[src/rtl/mem_responder.sv]
// Unified instruction/data memory with a valid/ready request port and a fixed-latency,
// single-cycle response pulse carrying read data or an error flag.
module mem_responder #(
    parameter int unsigned DEPTH     = 64,
    parameter int unsigned LATENCY   = 2,
    parameter string       INIT_FILE = ""
) (
    input  logic        clk,
    input  logic        reset,
    input  logic        req_valid,
    input  logic        req_we,
    input  logic [31:0] req_addr,
    input  logic [31:0] req_wdata,
    output logic        req_ready,
    output logic        rsp_valid,
    output logic [31:0] rsp_rdata,
    output logic        rsp_err,
    output logic [1:0]  state
);

    localparam int unsigned AW    = $clog2(DEPTH);
    localparam logic [3:0]  LatM1 = 4'(LATENCY - 1);

    typedef enum logic [1:0] {
        StIdle = 2'd0,
        StWait = 2'd1,
        StResp = 2'd2
    } state_e;

    state_e          state_q, state_d;
    logic [3:0]      cnt_q, cnt_d;
    logic            we_q, we_d;
    logic [AW-1:0]   idx_q, idx_d;
    logic [31:0]     wdata_q, wdata_d;
    logic            err_q, err_d;
    logic [31:0]     rdata_q, rdata_d;
    logic            rsp_err_q, rsp_err_d;
    logic            mem_we;
    logic            req_err;

    logic [31:0]     mem [DEPTH];

    assign req_err = (req_addr[1:0] != 2'b00) || ({2'b00, req_addr[31:2]} >= DEPTH);

    always_comb begin
        state_d   = state_q;
        cnt_d     = cnt_q;
        we_d      = we_q;
        idx_d     = idx_q;
        wdata_d   = wdata_q;
        err_d     = err_q;
        rdata_d   = rdata_q;
        rsp_err_d = rsp_err_q;
        mem_we    = 1'b0;
        case (state_q)
            StIdle: begin
                if (req_valid) begin
                    state_d = StWait;
                    cnt_d   = LatM1;
                    we_d    = req_we;
                    idx_d   = req_addr[AW+1:2];
                    wdata_d = req_wdata;
                    err_d   = req_err;
                end
            end
            StWait: begin
                if (cnt_q == 4'd0) begin
                    // Commit the write here so a following read never needs forwarding.
                    state_d   = StResp;
                    rsp_err_d = err_q;
                    rdata_d   = (!err_q && !we_q) ? mem[idx_q] : 32'h0;
                    mem_we    = we_q && !err_q;
                end else begin
                    cnt_d = cnt_q - 4'd1;
                end
            end
            StResp:  state_d = StIdle;
            default: state_d = StIdle;
        endcase
    end

    always_ff @(posedge clk or negedge reset) begin
        if (!reset) begin
            state_q   <= StIdle;
            cnt_q     <= 4'd0;
            we_q      <= 1'b0;
            idx_q     <= '0;
            wdata_q   <= 32'h0;
            err_q     <= 1'b0;
            rdata_q   <= 32'h0;
            rsp_err_q <= 1'b0;
        end else begin
            state_q   <= state_d;
            cnt_q     <= cnt_d;
            we_q      <= we_d;
            idx_q     <= idx_d;
            wdata_q   <= wdata_d;
            err_q     <= err_d;
            rdata_q   <= rdata_d;
            rsp_err_q <= rsp_err_d;
        end
    end

    // Storage is deliberately not reset; mem_we is only ever high out of reset.
    always_ff @(posedge clk) begin
        if (mem_we) begin
            mem[idx_q] <= wdata_q;
        end
    end

    assign req_ready = (state_q == StIdle);
    assign rsp_valid = (state_q == StResp);
    assign rsp_rdata = rdata_q;
    assign rsp_err   = rsp_err_q;
    assign state     = state_q;

endmodule

[config.mk]
export PLATFORM = sky130hd
export DESIGN_NAME = mem_responder
export DESIGN_NICKNAME = d
export VERILOG_FILES = /design/src/rtl/mem_responder.sv
export SDC_FILE = /design/constraint.sdc
export NUM_CORES = 2
export LEC_CHECK = 0
export BUFFER_PORTS_ARGS = -buffer_cell sky130_fd_sc_hd__buf_2
export CAP_MARGIN = 30
export CORE_AREA = 5 5 453 411
export DETAILED_ROUTE_END_ITERATION = 16
export DIE_AREA = 0 0 458 416
export SETUP_SLACK_MARGIN = 0.02
export SLEW_MARGIN = 20
export SYNTH_ARGS = -nofsm -noshare
export SYNTH_HDL_FRONTEND = slang
export SYNTH_SLANG_ARGS = --single-unit
[constraint.sdc]
create_clock -name clk -period 4.6 [get_ports clk]
set_input_delay 1.38 -clock clk [delete_from_list [all_inputs] [get_ports clk]]
set_output_delay 1.38 -clock clk [all_outputs]
set_load 0.01 [all_outputs]
; After elaboration in Yosys (flattened, before gate mapping)
; Memory sizes are Yosys's and may differ from the RTL's.
; Cells that the tools add are included.
[totals]
word_cells = 40
latch_bits = 0
register_bits = 79
input_bits = 68
rom_bits = 0
memories = 1
out_inout_bits = 37
ramBits = 2048
[memory_table]
columns = name, words, word_bits, rd, rd_clocked_by_memory_dff, wr, line
row1 = mem, 64, 32, 1, 0, 1, 41  ; logic [31:0] mem [DEPTH];
[op_classes]
div = 0
n_reduce_logical = 13
bitwise_logic = 0
eq_ne = 5
magnitude_cmp = 1
shifts = 0
mux = 11
mul = 0
addsub = 1
[op_table]
columns = op, count
row1 = 32-bit two-way mux, 1
row2 = "30-bit by 7-bit greater-or-equal comparator with 1-bit output, second input constant", 1
row3 = 4-bit two-way mux, 2
row4 = 4-bit one-hot mux with 2 select lines, 1
row5 = "2-bit inequality test, second input constant", 3
row6 = 2-bit AND reduction, 3
row7 = 4-bit logical NOT, 1
row8 = 1-bit two-way mux, 4
row9 = 2-bit two-way mux, 2
row10 = 2-bit one-hot mux with 2 select lines, 1
row11 = 2-bit nonzero test, 2
row12 = "4-bit by 1-bit subtractor with 4-bit output, second input constant", 1
row13 = 3-bit AND reduction, 1
row14 = "2-bit by 1-bit equality test with 1-bit output, second input constant", 1
row15 = "2-bit equality test, second input constant", 1
row16 = 1-bit logical AND, 2
row17 = 1-bit logical NOT, 2
row18 = 2-bit logical NOT, 1
row19 = 1-bit logical OR, 1

; Logic depth before layout (Yosys ltp)
[depth]
word_depth = 6
ltp_mapped = 11

; Worst setup path before layout
; No wires, ideal clock.
[synth_path]
path_type = flip-flop to flip-flop
from = reg cnt_q[0]
to = mem mem[61][0] (enable)
stages_incl_launch_ff = 9
synth_period_minus_slack_ns = 3.519
arrival_ns = 3.098
t_required_ns = 4.179
setup_ns = 0.421
slack_ns = 1.081
cell_sequence = dfrtp_1 inv_1 ha_1 nor3b_1 nand2b_1 clkbuf_1 nor4b_2 nand2_1 nor2_1
[synth_via]
elab_chain_len = 5
[synth_lines]
columns = item, line
row1 = "start, declared", 31  ; logic [3:0] cnt_q, cnt_d;
row2 = "start signal, assigned", 94  ; cnt_q <= cnt_d;
row3 = 4-bit logical NOT, 67  ; if (cnt_q == 4'd0) begin
row4 = 1-bit two-way mux, 67
row5 = 1-bit two-way mux, 55  ; case (state_q)
row6 = 1-bit two-way mux, 106  ; if (mem_we) begin
row7 = 1-bit two-way mux (implied by the code), 107  ; mem[idx_q] <= wdata_q;
row8 = "end, declared", 41
; No other way between the ends.

; Worst setup path in the final report
[layout_path]
from = reg idx_q[2]
to = reg rdata_q[13] (netlist: rsp_rdata[13])
[layout_via]
elab_chain_len = 2
[layout_lines]
columns = item, line
row1 = "start, declared", 33  ; logic [AW-1:0] idx_q, idx_d;
row2 = "start signal, assigned", 96  ; idx_q <= idx_d;
row3 = memory 64 x 32 bit, --
row4 = 32-bit two-way mux, 71  ; rdata_d = (!err_q && !we_q) ? mem[idx_q] : 32'h0;
row5 = "end signal, assigned", 99  ; rdata_q <= rdata_d;
row6 = "end, declared", 36  ; logic [31:0] rdata_q, rdata_d;
; No other way between the ends.
; A chain may end at the register's enable or synchronous reset.

==> flow_summary.ini <==
[timing]
fmax_mhz = 240.3
period_needed_ns = 4.161
hold_violations = 0
tightest_slew_ns = 1.070
rsz0062_at_grt = false
skew_ns = 0.02936
setup_tns_ns = 0
finalMaxSlewViolations = 0
finalSetupViolCount = 0
timing.final.crit_share = 0.9045
relSlewSlack = 0.2868

[synth]
yosysWarnings = 0
syn_inst = 4343
yosysSeqAreaShare = 0.7850
postSynthNetCount = 4413
synth_area_per_cell_sq_um = 18.62
synth-edff-count = 2048
syn_area_sq_mm = 0.08086
synth-main-ff-cell = edfxtp_1
ys_types = 53
async_flop_share = 0.03714
ys_ff_latch = 2127

[setup_path]
criticalPathCategory = register to register
worstPathCellList = buf_4 > buf_12 > mux2i_1 > o22ai_1 > a22oi_1 > nand4_1 > o31ai_1 > nand3_1
critPathMaxFanout = 80
cp_slowest_cell = o31ai_1
r2r_slack_ns = 0.44
required_ns = 5.24
critPathCaptureType = register
startpoint_type = register
slowest_delay_ns = 0.90
critPathArrivalTime_ns = 4.80

[routing]
firstDrtPassIters = 7
drt_iter0_drc = 5630
drc_errors = 0
postRouteAntennaNets = 0
viasPerCell = 6.202
wire_per_inst_microns = 32.07
num_vias = 44470
wl_mm = 230.0

[pwr]
power_leakage_nw = 29.52
p_comb_frac = 0.281
power_switching_mw = 19.79
power_switching_share = 0.3393
ir_worst_vdd_uv = 1084
p_clk_frac = 0.280
p_int_mw = 38.54
power_frac_seq = 0.438
p_per_area_mw_per_mm2 = 632.1
power_mw = 58.33

[floorplanning]
die_y_microns = 416
fp-row-count = 149
initial_core_util = 0.4458
pin_count = 105
die_width_microns = 458
fp.coreArea_sq_mm = 0.1814
die-area_sq_mm = 0.1905

[cts]
cts_resized = 0
cts.sink_count = 2127
post-cts-setup-buffers = 0
htree_num_levels = 4
cts_tree = built
holdBufCountCts = 0
path_clk_slew_ns = 0.06
cts_root_buf = clkbuf_16
clkLatencyLatePin_ns = 0.83
cts_buffers = 207
clockBufferDepth = 3

[global_routing]
antenna_found_initial = 14
grt_pass1_vias = 42790
grt.overflow.total = 0
grt_usage = 0.2374
grt_pass1_wl_mm = 326.2
grt_max_degree = 134

[layout]
layout-drive-gt1-share = 0.1917
syn_to_final_growth_pct = 14.12
mostFrequentLayoutCell = edfxtp_1
fill_cells = 14470
final_cell_mix = edfxtp_1 (2,048), mux2i_1 (382), a22oi_1 (329)
fin_nets = 4645

[hold_path]
worstHoldPathType = register to register

[placement]
hpwl_mm = 131.7
place_congestion = 0.9025
io_buffers = 104

[outcome]
status = finished clean

[flow_run]
maxCapViolCount = 0
## per-stage QoR
| step | std cells | worst slack [ns] | hold slack (ns) | util | cell area, sq um |
|---|---|---|---|---|---|
| 2_1_floorplan | 4343 | 1.081 | 0.4625 | - | 80860 |
| 3_3_place_gp | 6777 | 0.3251 | 0.4610 | 0.4723 | 85670 |
| 3_5_place_dp | 6781 | 0.4679 | 0.4722 | 0.4726 | 85730 |
| 4_1_cts | 7167 | 0.4395 | 0.4963 | 0.5085 | 92240 |
| 5_1_grt | 7168 | 0.3676 | 0.5276 | 0.5087 | 92270 |
| 6_report | 7170 | 0.4392 | 0.4954 | 0.5087 | 92270 |
## state kept, by name, indices dropped and copies added, names as in the netlist
register	cells
err_q	1
rsp_rdata	32
cnt_q	4
wdata_q	32
rsp_err	1
we_q	1
state	2
idx_q	6
mem	2048
## layout make-up
class	instances	area (sq um)	area share
flip-flops and latches	2127	63530	0.6885
multi-input cells	1907	16460	0.1784
clock buffers	277	5594	0.06063
well taps	2416	3023	0.03276
repair buffers	325	2708	0.02934
clock inverters	109	919.6	0.009966
inverters	7	28.78	0.0003119
diodes	2	5.005	0.00005424
## cells in the mapped netlist, types with 2 or more instances
| cell | instances | share of area |
|---|---|---|
| a221oi_1 | 138 | 0.015 |
| nor3_1 | 30 | 0.0019 |
| nand2_1 | 136 | 0.0063 |
| edfxtp_1 | 2048 | 0.76 |
| a211o_1 | 2 | 0.00022 |
| nor2b_1 | 9 | 0.00070 |
| clkbuf_1 | 111 | 0.0052 |
| nand4b_1 | 2 | 0.00022 |
| nand3_1 | 33 | 0.0020 |
| o21ai_1 | 30 | 0.0019 |
| o22ai_1 | 306 | 0.024 |
| or3_1 | 3 | 0.00023 |
| a32o_1 | 3 | 0.00037 |
| a21oi_1 | 32 | 0.0020 |
| buf_4 | 12 | 0.0011 |
| nand2b_1 | 7 | 0.00054 |
| mux2_2 | 40 | 0.0056 |
| dfrtp_1 | 79 | 0.024 |
| o221ai_1 | 3 | 0.00033 |
| a31oi_1 | 3 | 0.00023 |
| o21a_1 | 32 | 0.0030 |
| inv_1 | 7 | 0.00033 |
| o31ai_1 | 28 | 0.0026 |
| nor2_1 | 118 | 0.0055 |
| o22a_1 | 4 | 0.00043 |
| or2_2 | 4 | 0.00031 |
| o21ai_0 | 9 | 0.00056 |
| mux4_2 | 132 | 0.037 |
| nor4b_2 | 3 | 0.00056 |
| nand4_1 | 32 | 0.0025 |
| a22oi_1 | 329 | 0.031 |
| mux2i_1 | 382 | 0.047 |
| ha_1 | 2 | 0.00031 |
| or4_1 | 29 | 0.0027 |
| a2111oi_0 | 3 | 0.00033 |
| buf_2 | 125 | 0.0077 |
| buf_1 | 37 | 0.0017 |
| and2_1 | 3 | 0.00023 |
| buf_6 | 16 | 0.0022 |
| nor3b_1 | 2 | 0.00019 |
| xor2_1 | 2 | 0.00022 |
| nor4_1 | 6 | 0.00046 |
## worst max-delay path: cells and delay by family, from the launching register on
| family | cells | cell delay (ns) |
|---|---|---|
| AOI/OAI and AO/OA | 3 | 1.35 |
| buffers and inverters | 2 | 0.85 |
| DFF | 1 | 0.77 |
| muxes | 1 | 0.27 |
| and+or+nand+nor | 2 | 0.53 |
## routing by layer
layer | part of all wire | vias to the layer above | global-route usage
met5 | 0.000057 | - | 0
met4 | 0.034 | 2 | 0.07494
met3 | 0.094 | 371 | 0.04940
met2 | 0.45 | 2333 | 0.3589
met1 | 0.42 | 23240 | 0.3484
li1 | - | 18520 | -
## logic make-up after synthesis
family / count (synthesis) / share of synthesized area
mux: 554 / 0.08962
flops: 2127 / 0.7850
fa+ha+maj: 2 / 0.0003094
simple gates: 422 / 0.02477
xor+xnor: 2 / 0.0002167
compound gates: 927 / 0.08159
buf+inv: 309 / 0.01846
## final timing paths
path | from | end | depth (start not counted)
worst max-delay path | idx_q[2] | rsp_rdata[13] | 8
worst min-delay path | rsp_rdata[15] | rsp_rdata[15] | 2
worst max register to register | idx_q[2] | rsp_rdata[13] | 8
worst min register to register | rsp_rdata[15] | rsp_rdata[15] | 2
max in group asynchronous | reset | wdata_q[0] | 2
min in group asynchronous | reset | rsp_rdata[15] | 1
## power groups by stage
stage | registers, mW | logic (mW) | clock network [mW]
floorplan | 26.3 | 8.78 | 0
global placement | 25.9 | 16.0 | 0
detailed placement | 26.0 | 16.2 | 0
CTS | 25.6 | 16.2 | 16.6
global route | 25.6 | 17.2 | 17.4
finish | 25.6 | 16.4 | 16.4
(Power assumes the default switching activity.)
